`src/rtl/ir_nec_pkg.sv`:
```
// Shared definitions for the NEC IR decoder: FSM states, pulse-width windows
// in microseconds, and counter widths.
package ir_nec_pkg;

  localparam int CNT_W     = 14;
  localparam int BIT_CNT_W = 5;

  typedef logic [CNT_W-1:0] width_t;

  localparam logic [BIT_CNT_W-1:0] LAST_BIT = '1;

  localparam width_t LEAD_LO_MIN = 14'd8000;
  localparam width_t LEAD_LO_MAX = 14'd10000;
  localparam width_t LEAD_HI_MIN = 14'd4000;
  localparam width_t LEAD_HI_MAX = 14'd5000;
  localparam width_t REP_HI_MIN  = 14'd1800;
  localparam width_t REP_HI_MAX  = 14'd2700;
  localparam width_t BIT_LO_MIN  = 14'd400;
  localparam width_t BIT_LO_MAX  = 14'd700;
  localparam width_t ZERO_HI_MIN = 14'd400;
  localparam width_t ZERO_HI_MAX = 14'd700;
  localparam width_t ONE_HI_MIN  = 14'd1400;
  localparam width_t ONE_HI_MAX  = 14'd1900;

  typedef enum logic [2:0] {
    ST_IDLE,
    ST_LEAD_LO,
    ST_LEAD_HI,
    ST_BIT_LO,
    ST_BIT_HI,
    ST_REP_STOP
  } state_e;

  function automatic logic in_window(input width_t w, input width_t lo, input width_t hi);
    return (w >= lo) && (w <= hi);
  endfunction

endpackage

```
`src/rtl/ir_pulse_timer.sv`:
```
// Synchronises the raw IR pin, detects its edges and measures the time
// spent at each level with a saturating microsecond counter.
module ir_pulse_timer
  import ir_nec_pkg::*;
(
  input  logic   clk_us,
  input  logic   rst_n,
  input  logic   ir_in,
  output logic   fall,
  output logic   rise,
  output width_t width
);

  logic   s1_q, s2_q, s3_q;
  width_t cnt_q, cnt_d;

  assign fall  = s3_q & ~s2_q;
  assign rise  = ~s3_q & s2_q;
  assign width = cnt_q;

  always_comb begin
    if (fall || rise) begin
      cnt_d = '0;
    end else if (cnt_q == '1) begin
      cnt_d = cnt_q;
    end else begin
      cnt_d = cnt_q + 1'b1;
    end
  end

  // NOTE: sequential state uses non-blocking assignments so every flop samples pre-edge values.
  always_ff @(posedge clk_us or negedge rst_n) begin
    if (!rst_n) begin
      // NOTE: sync stages reset to the idle (high) line level so no phantom edge follows reset.
      s1_q  <= 1'b1;
      s2_q  <= 1'b1;
      s3_q  <= 1'b1;
      cnt_q <= '0;
    end else begin
      s1_q  <= ir_in;
      s2_q  <= s1_q;
      s3_q  <= s2_q;
      cnt_q <= cnt_d;
    end
  end

endmodule

```
`src/rtl/ir_remote_decoder.sv`:
```
// NEC IR frame decoder: classifies pulse widths, assembles the 32-bit frame,
// validates it and drives the command, repeat and sweep-hold outputs.
module ir_remote_decoder
  import ir_nec_pkg::*;
#(
  parameter logic [7:0] ADDR       = 8'h00,
  parameter logic [7:0] HOLD_KEY   = 8'h45,
  parameter int         TIMEOUT_US = 12000
) (
  input  logic       clk_us,
  input  logic       rst_n,
  input  logic       ir_in,
  output logic [7:0] cmd_code,
  output logic       cmd_valid,
  output logic       rep_valid,
  output logic       hold_out
);

  localparam width_t TIMEOUT_W = width_t'(TIMEOUT_US);

  logic   fall, rise;
  width_t width;

  state_e                 state_q, state_d;
  logic [BIT_CNT_W-1:0]   bit_cnt_q, bit_cnt_d;
  logic [31:0]            sr_q, sr_d, sr_shift;
  logic [7:0]             cmd_code_q, cmd_code_d;
  logic                   cmd_valid_q, cmd_valid_d;
  logic                   rep_valid_q, rep_valid_d;
  logic                   hold_q, hold_d;
  logic                   last_ok_q, last_ok_d;
  logic                   is_zero, is_one, frame_ok;

  ir_pulse_timer u_timer (
    .clk_us (clk_us),
    .rst_n  (rst_n),
    .ir_in  (ir_in),
    .fall   (fall),
    .rise   (rise),
    .width  (width)
  );

  assign is_zero  = in_window(width, ZERO_HI_MIN, ZERO_HI_MAX);
  assign is_one   = in_window(width, ONE_HI_MIN, ONE_HI_MAX);
  // Bits arrive LSB first: addr, ~addr, cmd, ~cmd.
  assign sr_shift = {is_one, sr_q[31:1]};
  assign frame_ok = (sr_shift[7:0]   == ~sr_shift[15:8])
                 && (sr_shift[23:16] == ~sr_shift[31:24])
                 && (sr_shift[7:0]   == ADDR);

  // NOTE: every signal driven here gets a default first, otherwise an uncovered branch infers a latch.
  always_comb begin
    state_d     = state_q;
    bit_cnt_d   = bit_cnt_q;
    sr_d        = sr_q;
    cmd_code_d  = cmd_code_q;
    cmd_valid_d = 1'b0;
    rep_valid_d = 1'b0;
    hold_d      = hold_q;
    last_ok_d   = last_ok_q;

    if (state_q != ST_IDLE && width >= TIMEOUT_W) begin
      state_d   = ST_IDLE;
      last_ok_d = 1'b0;
    end else begin
      case (state_q)
        ST_IDLE: if (fall) state_d = ST_LEAD_LO;
        ST_LEAD_LO: begin
          if (rise) begin
            state_d = in_window(width, LEAD_LO_MIN, LEAD_LO_MAX) ? ST_LEAD_HI : ST_IDLE;
          end
        end
        ST_LEAD_HI: begin
          if (fall) begin
            if (in_window(width, LEAD_HI_MIN, LEAD_HI_MAX)) begin
              state_d   = ST_BIT_LO;
              bit_cnt_d = '0;
            end else if (in_window(width, REP_HI_MIN, REP_HI_MAX)) begin
              state_d = ST_REP_STOP;
            end else begin
              state_d   = ST_IDLE;
              last_ok_d = 1'b0;
            end
          end
        end
        ST_BIT_LO: begin
          if (rise) begin
            if (in_window(width, BIT_LO_MIN, BIT_LO_MAX)) begin
              state_d = ST_BIT_HI;
            end else begin
              state_d   = ST_IDLE;
              last_ok_d = 1'b0;
            end
          end
        end
        ST_BIT_HI: begin
          if (fall) begin
            if (is_zero || is_one) begin
              sr_d = sr_shift;
              if (bit_cnt_q != LAST_BIT) begin
                state_d   = ST_BIT_LO;
                bit_cnt_d = bit_cnt_q + 1'b1;
              end else begin
                state_d = ST_IDLE;
                if (frame_ok) begin
                  cmd_code_d  = sr_shift[23:16];
                  cmd_valid_d = 1'b1;
                  last_ok_d   = 1'b1;
                  if (sr_shift[23:16] == HOLD_KEY) hold_d = ~hold_q;
                end else begin
                  last_ok_d = 1'b0;
                end
              end
            end else begin
              state_d   = ST_IDLE;
              last_ok_d = 1'b0;
            end
          end
        end
        ST_REP_STOP: begin
          if (rise) begin
            state_d = ST_IDLE;
            if (in_window(width, BIT_LO_MIN, BIT_LO_MAX)) begin
              rep_valid_d = last_ok_q;
            end else begin
              last_ok_d = 1'b0;
            end
          end
        end
        default: state_d = ST_IDLE;
      endcase
    end
  end

  always_ff @(posedge clk_us or negedge rst_n) begin
    if (!rst_n) begin
      state_q     <= ST_IDLE;
      bit_cnt_q   <= '0;
      sr_q        <= '0;
      cmd_code_q  <= '0;
      cmd_valid_q <= 1'b0;
      rep_valid_q <= 1'b0;
      hold_q      <= 1'b0;
      last_ok_q   <= 1'b0;
    end else begin
      state_q     <= state_d;
      bit_cnt_q   <= bit_cnt_d;
      sr_q        <= sr_d;
      cmd_code_q  <= cmd_code_d;
      cmd_valid_q <= cmd_valid_d;
      rep_valid_q <= rep_valid_d;
      hold_q      <= hold_d;
      last_ok_q   <= last_ok_d;
    end
  end

  assign cmd_code  = cmd_code_q;
  assign cmd_valid = cmd_valid_q;
  assign rep_valid = rep_valid_q;
  assign hold_out  = hold_q;

endmodule

```
`config.mk`:
```
export PLATFORM = sky130hd
export DESIGN_NAME = ir_remote_decoder
export DESIGN_NICKNAME = d
export VERILOG_FILES = /design/src/rtl/ir_nec_pkg.sv /design/src/rtl/ir_pulse_timer.sv /design/src/rtl/ir_remote_decoder.sv
export SDC_FILE = /design/constraint.sdc
export NUM_CORES = 1
export LEC_CHECK = 0
export ABC_CLOCK_PERIOD_IN_PS = 5100
export CAP_MARGIN = 5
export CORE_MARGIN = 10
export CORE_UTILIZATION = 45
export CTS_CLUSTER_SIZE = 12
export DETAILED_ROUTE_END_ITERATION = 8
export HOLD_SLACK_MARGIN = 0.12
export PLACE_DENSITY = 0.73
export SLEW_MARGIN = 25
export SYNTH_ARGS = -nofsm -noshare
export SYNTH_HDL_FRONTEND = slang
export SYNTH_SLANG_ARGS = --single-unit
```
`constraint.sdc`:
```
create_clock -name clk_us -period 5.1 [get_ports clk_us]
set_input_delay 1.02 -clock clk_us [delete_from_list [all_inputs] [get_ports clk_us]]
set_output_delay 1.02 -clock clk_us [all_outputs]
set_load 0.005 [all_outputs]
```
==> results.md <==
* Outcome: finished, final reports clean
* Vias at 2,593
* Adder-cell area share of the yosys netlist at 1.98%
* TritonCTS buffer count at 9
* Synth Area in XOR/XNOR at around 4.8%
* Crit path DAT at around 2.8 ns
* Ys flop type: dfrtp_1
* Area Overhead vs Synth at 8.73%
* Root Buffer: clkbuf_8
* Max-cap viol count at 0
* Distinct cells, synth at 66
* Starting Density at 46.2%
* EDFF count, synth at 0
* Iteration-0 DRC Markers at 76
* Largest net degree at the start of global routing at 40
* TritonRoute pass-1 iters at 5
* Max-slew headroom at 54.4%
* Yosys reg bits at 68
* Area of the core at 0.00822 mm^2
* Syn Inst Count at 339
* Share of cells above drive strength 1 at 18.2%
* CP endpoint kind: flip-flop
* Slack of the worst reg-to-reg path at 2.51 ns
* Post-CTS Setup Bufs at 0
* Nets at 355
* Initial antenna violation count at 0
* Routed length per instance at 16.3 um
* CP Class: reg -> reg
* Largest family of logic cells by synthesized area: simple AND/OR/NAND/NOR gates
* H-Tree Depth at 3
* Vias in the first global route at 2,553
* Lkg Pwr at around 1.9 nW
* Via density at 5.69
* FP Rows at 33
* Hold_buf cts at 0
* TritonCTS clock tree: done
* Resized Gates After CTS at 0
* # DRC at 0
* Worst-path clk slew at 0.08 ns
* Synth async-reset ratio at between 90% and 100%
* Syn Area/Cell at 11.2 um^2
* Tcrit/Tclk final at 50.9%
* Setup violators final at 0
* Pins Over Slew Limit at 0
* Maximum VDD drop at 214 uV
* GP Congestion at 0.873
* Ant diodes at 0
* Post-synthesis mux area share at 15.9%
* CP Launch Type: flip-flop
* Global-route wire length before repair at 12.7 mm
* Sequential share of the synthesized area at 44.9%
* CTS Buffer Depth at 2
* Buffers added on ports at 13
* RSZ-0062 raised after global routing: false
* Die H at 112 um
* Post-layout util at 50.3%
* Critical Path RT at 5.33 ns
* Worst slew pin tran at a little under 0.7 ns
* Die area at 0.0125 mm^2
* Post-synth net total at 348
* Gr usage total at 12.1%
* CP Max Fanout at 15
* Yosys warnings at 0
* PwrDens at 255 mW/mm^2
* Clock Skew at 0.0139 ns
* Die W at 112 um
* DP HPWL at 5.16 mm
* Final Hold Violating Endpoints at 0
* F_max at 386 MHz
* Compound-Gate Fraction of Synth Area at 10.6%
* DRT antenna net count at 0
* Grt ovf at 0
* Clock sinks at 68
* Fin Setup TNS at 0 ns
* Mapped cell area at about 0.0038 mm^2
* Simple-gate portion of the synthesized area at 16.6%
* Worst Hold Class: reg -> reg
* I/O pin cnt at 14
* Final WL at 7.42 mm
* Clock Latency Late Sink at roughly 0.35 ns
* Min Tclk post-route at 2.59 ns
-- cell type report --
type                       count  area, um^2
tap                          105         131
timing repair buffer          14         133
inverter                      15        56.3
multi-input combinational    238        1900
sequential                    68        1710
clock inverter                 7        82.6
clock buffer                   9         124
fill                         737        4090
-- path summary, 6_finish.rpt --
kind	depth (start not counted)	to	from
worst max register to register	5	cmd_code[7]$_DFFE_PN0P_	u_timer.width[7]$_DFFE_PN0P_
worst max-delay path	5	cmd_code[7]$_DFFE_PN0P_	u_timer.width[7]$_DFFE_PN0P_
worst min register to register	0	u_timer.s2_q$_DFF_PN1_	u_timer.s1_q$_DFF_PN1_
min in group asynchronous	1	u_timer.width[0]$_DFFE_PN0P_	rst_n
max in group asynchronous	2	sr_q[13]$_DFFE_PN0P_	rst_n
worst min-delay path	0	u_timer.s2_q$_DFF_PN1_	u_timer.s1_q$_DFF_PN1_
-- sequential cells by signal (all words and copies together) (netlist names) --
signal	count
sr_q	31
u_timer.width	14
cmd_code	8
bit_cnt_q	5
state_q	3
cmd_valid	1
hold_out	1
last_ok_q	1
rep_valid	1
u_timer.s1_q	1
u_timer.s2_q	1
u_timer.s3_q	1
-- cell usage in the layout (no fill, tap or decap), types with 3 or more instances in the layout --
| cell type | count |
|---|---|
| a211oi_1 | 4 |
| a21oi_1 | 8 |
| a22o_1 | 3 |
| and3_1 | 3 |
| clkbuf_8 | 9 |
| clkdlybuf4s50_1 | 12 |
| clkinv_4 | 3 |
| dfrtp_1 | 65 |
| dfstp_2 | 3 |
| ha_1 | 6 |
| inv_1 | 13 |
| inv_6 | 3 |
| mux2_1 | 9 |
| mux2_4 | 30 |
| mux2i_1 | 4 |
| nand2_1 | 19 |
| nand2b_1 | 5 |
| nand3_1 | 8 |
| nand4_1 | 6 |
| nor2_1 | 30 |
| nor2b_1 | 3 |
| nor3_1 | 16 |
| nor4_1 | 4 |
| o2111ai_1 | 4 |
| o211ai_1 | 5 |
| o21ai_0 | 4 |
| xnor2_1 | 8 |
| xor2_1 | 13 |
-- routing by layer --
layer	GRT usage, %	wire length (um)	vias to the layer above
met3	4.46	382	11
li1	-	-	1248
met1	15.6	3510	1275
met4	3.00	76	0
met2	18.7	3450	59
met5	0	0	-
-- power breakdown --
part	leakage, nW	switching, mW	internal, mW
Sequential	0.933	0.00966	0.545
Clock	0.105	0.226	0.233
Combinational	0.900	0.0262	0.0128
Total	1.94	0.262	0.791
-- worst max-delay path, cell delays in order, from the launching register on --
cell and delay, ns:
dfrtp_1 0.55, a31o_1 0.28, a21o_1 0.21, a2111oi_0 0.48
o2111a_1 0.58, mux2_1 0.38
-- cell usage after synthesis, drive strengths merged, types with 3 or more instances --
| master | instances | share of area (%) |
|---|---|---|
| dfrtp | 65 | 43 |
| mux2 | 40 | 15 |
| nor2 | 30 | 3.0 |
| nand2 | 19 | 1.9 |
| nor3 | 17 | 2.5 |
| inv | 15 | 1.5 |
| buf | 14 | 3.3 |
| xor2 | 13 | 3.0 |
| a21oi | 8 | 1.1 |
| nand3 | 8 | 1.1 |
| xnor2 | 8 | 1.8 |
| ha | 6 | 2.0 |
| nand2b | 6 | 1.2 |
| nand4 | 6 | 0.99 |
| nor4 | 6 | 1.3 |
| o21ai | 6 | 0.79 |
| a211oi | 5 | 1.1 |
| o211ai | 5 | 0.99 |
| clkbuf | 4 | 0.40 |
| mux2i | 4 | 1.1 |
| o2111ai | 4 | 0.92 |
| a21o | 3 | 0.79 |
| a22o | 3 | 0.69 |
| and3 | 3 | 0.49 |
| dfstp | 3 | 2.1 |
| nor2b | 3 | 0.49 |
-- stage by stage --
stage	area (um^2)	power (mW)	setup WS, ns	hold WS [ns]	cells
after global placement	3920	0.603	2.63	0.346	440
after floorplan	3800	0.586	2.94	0.345	339
after CTS	4130	1.07	2.48	0.369	456
final	4130	1.05	2.51	0.368	456
after detailed placement	3920	0.605	2.47	0.357	440
after global routing	4130	1.10	2.36	0.372	456
-- cells by family (layout without fill, tap and decap cells) --
kind of cell	count (synthesis)	after routing
multiplexers	44	44
buffers and inverters	33	45
AND/OR/NAND/NOR	114	114
XOR/XNOR	21	21
AO/OA/AOI/OAI	53	53
flip-flops	68	68
adder cells (fa/ha/maj)	6	6
Note: power is estimated with default switching activity, not from simulation.
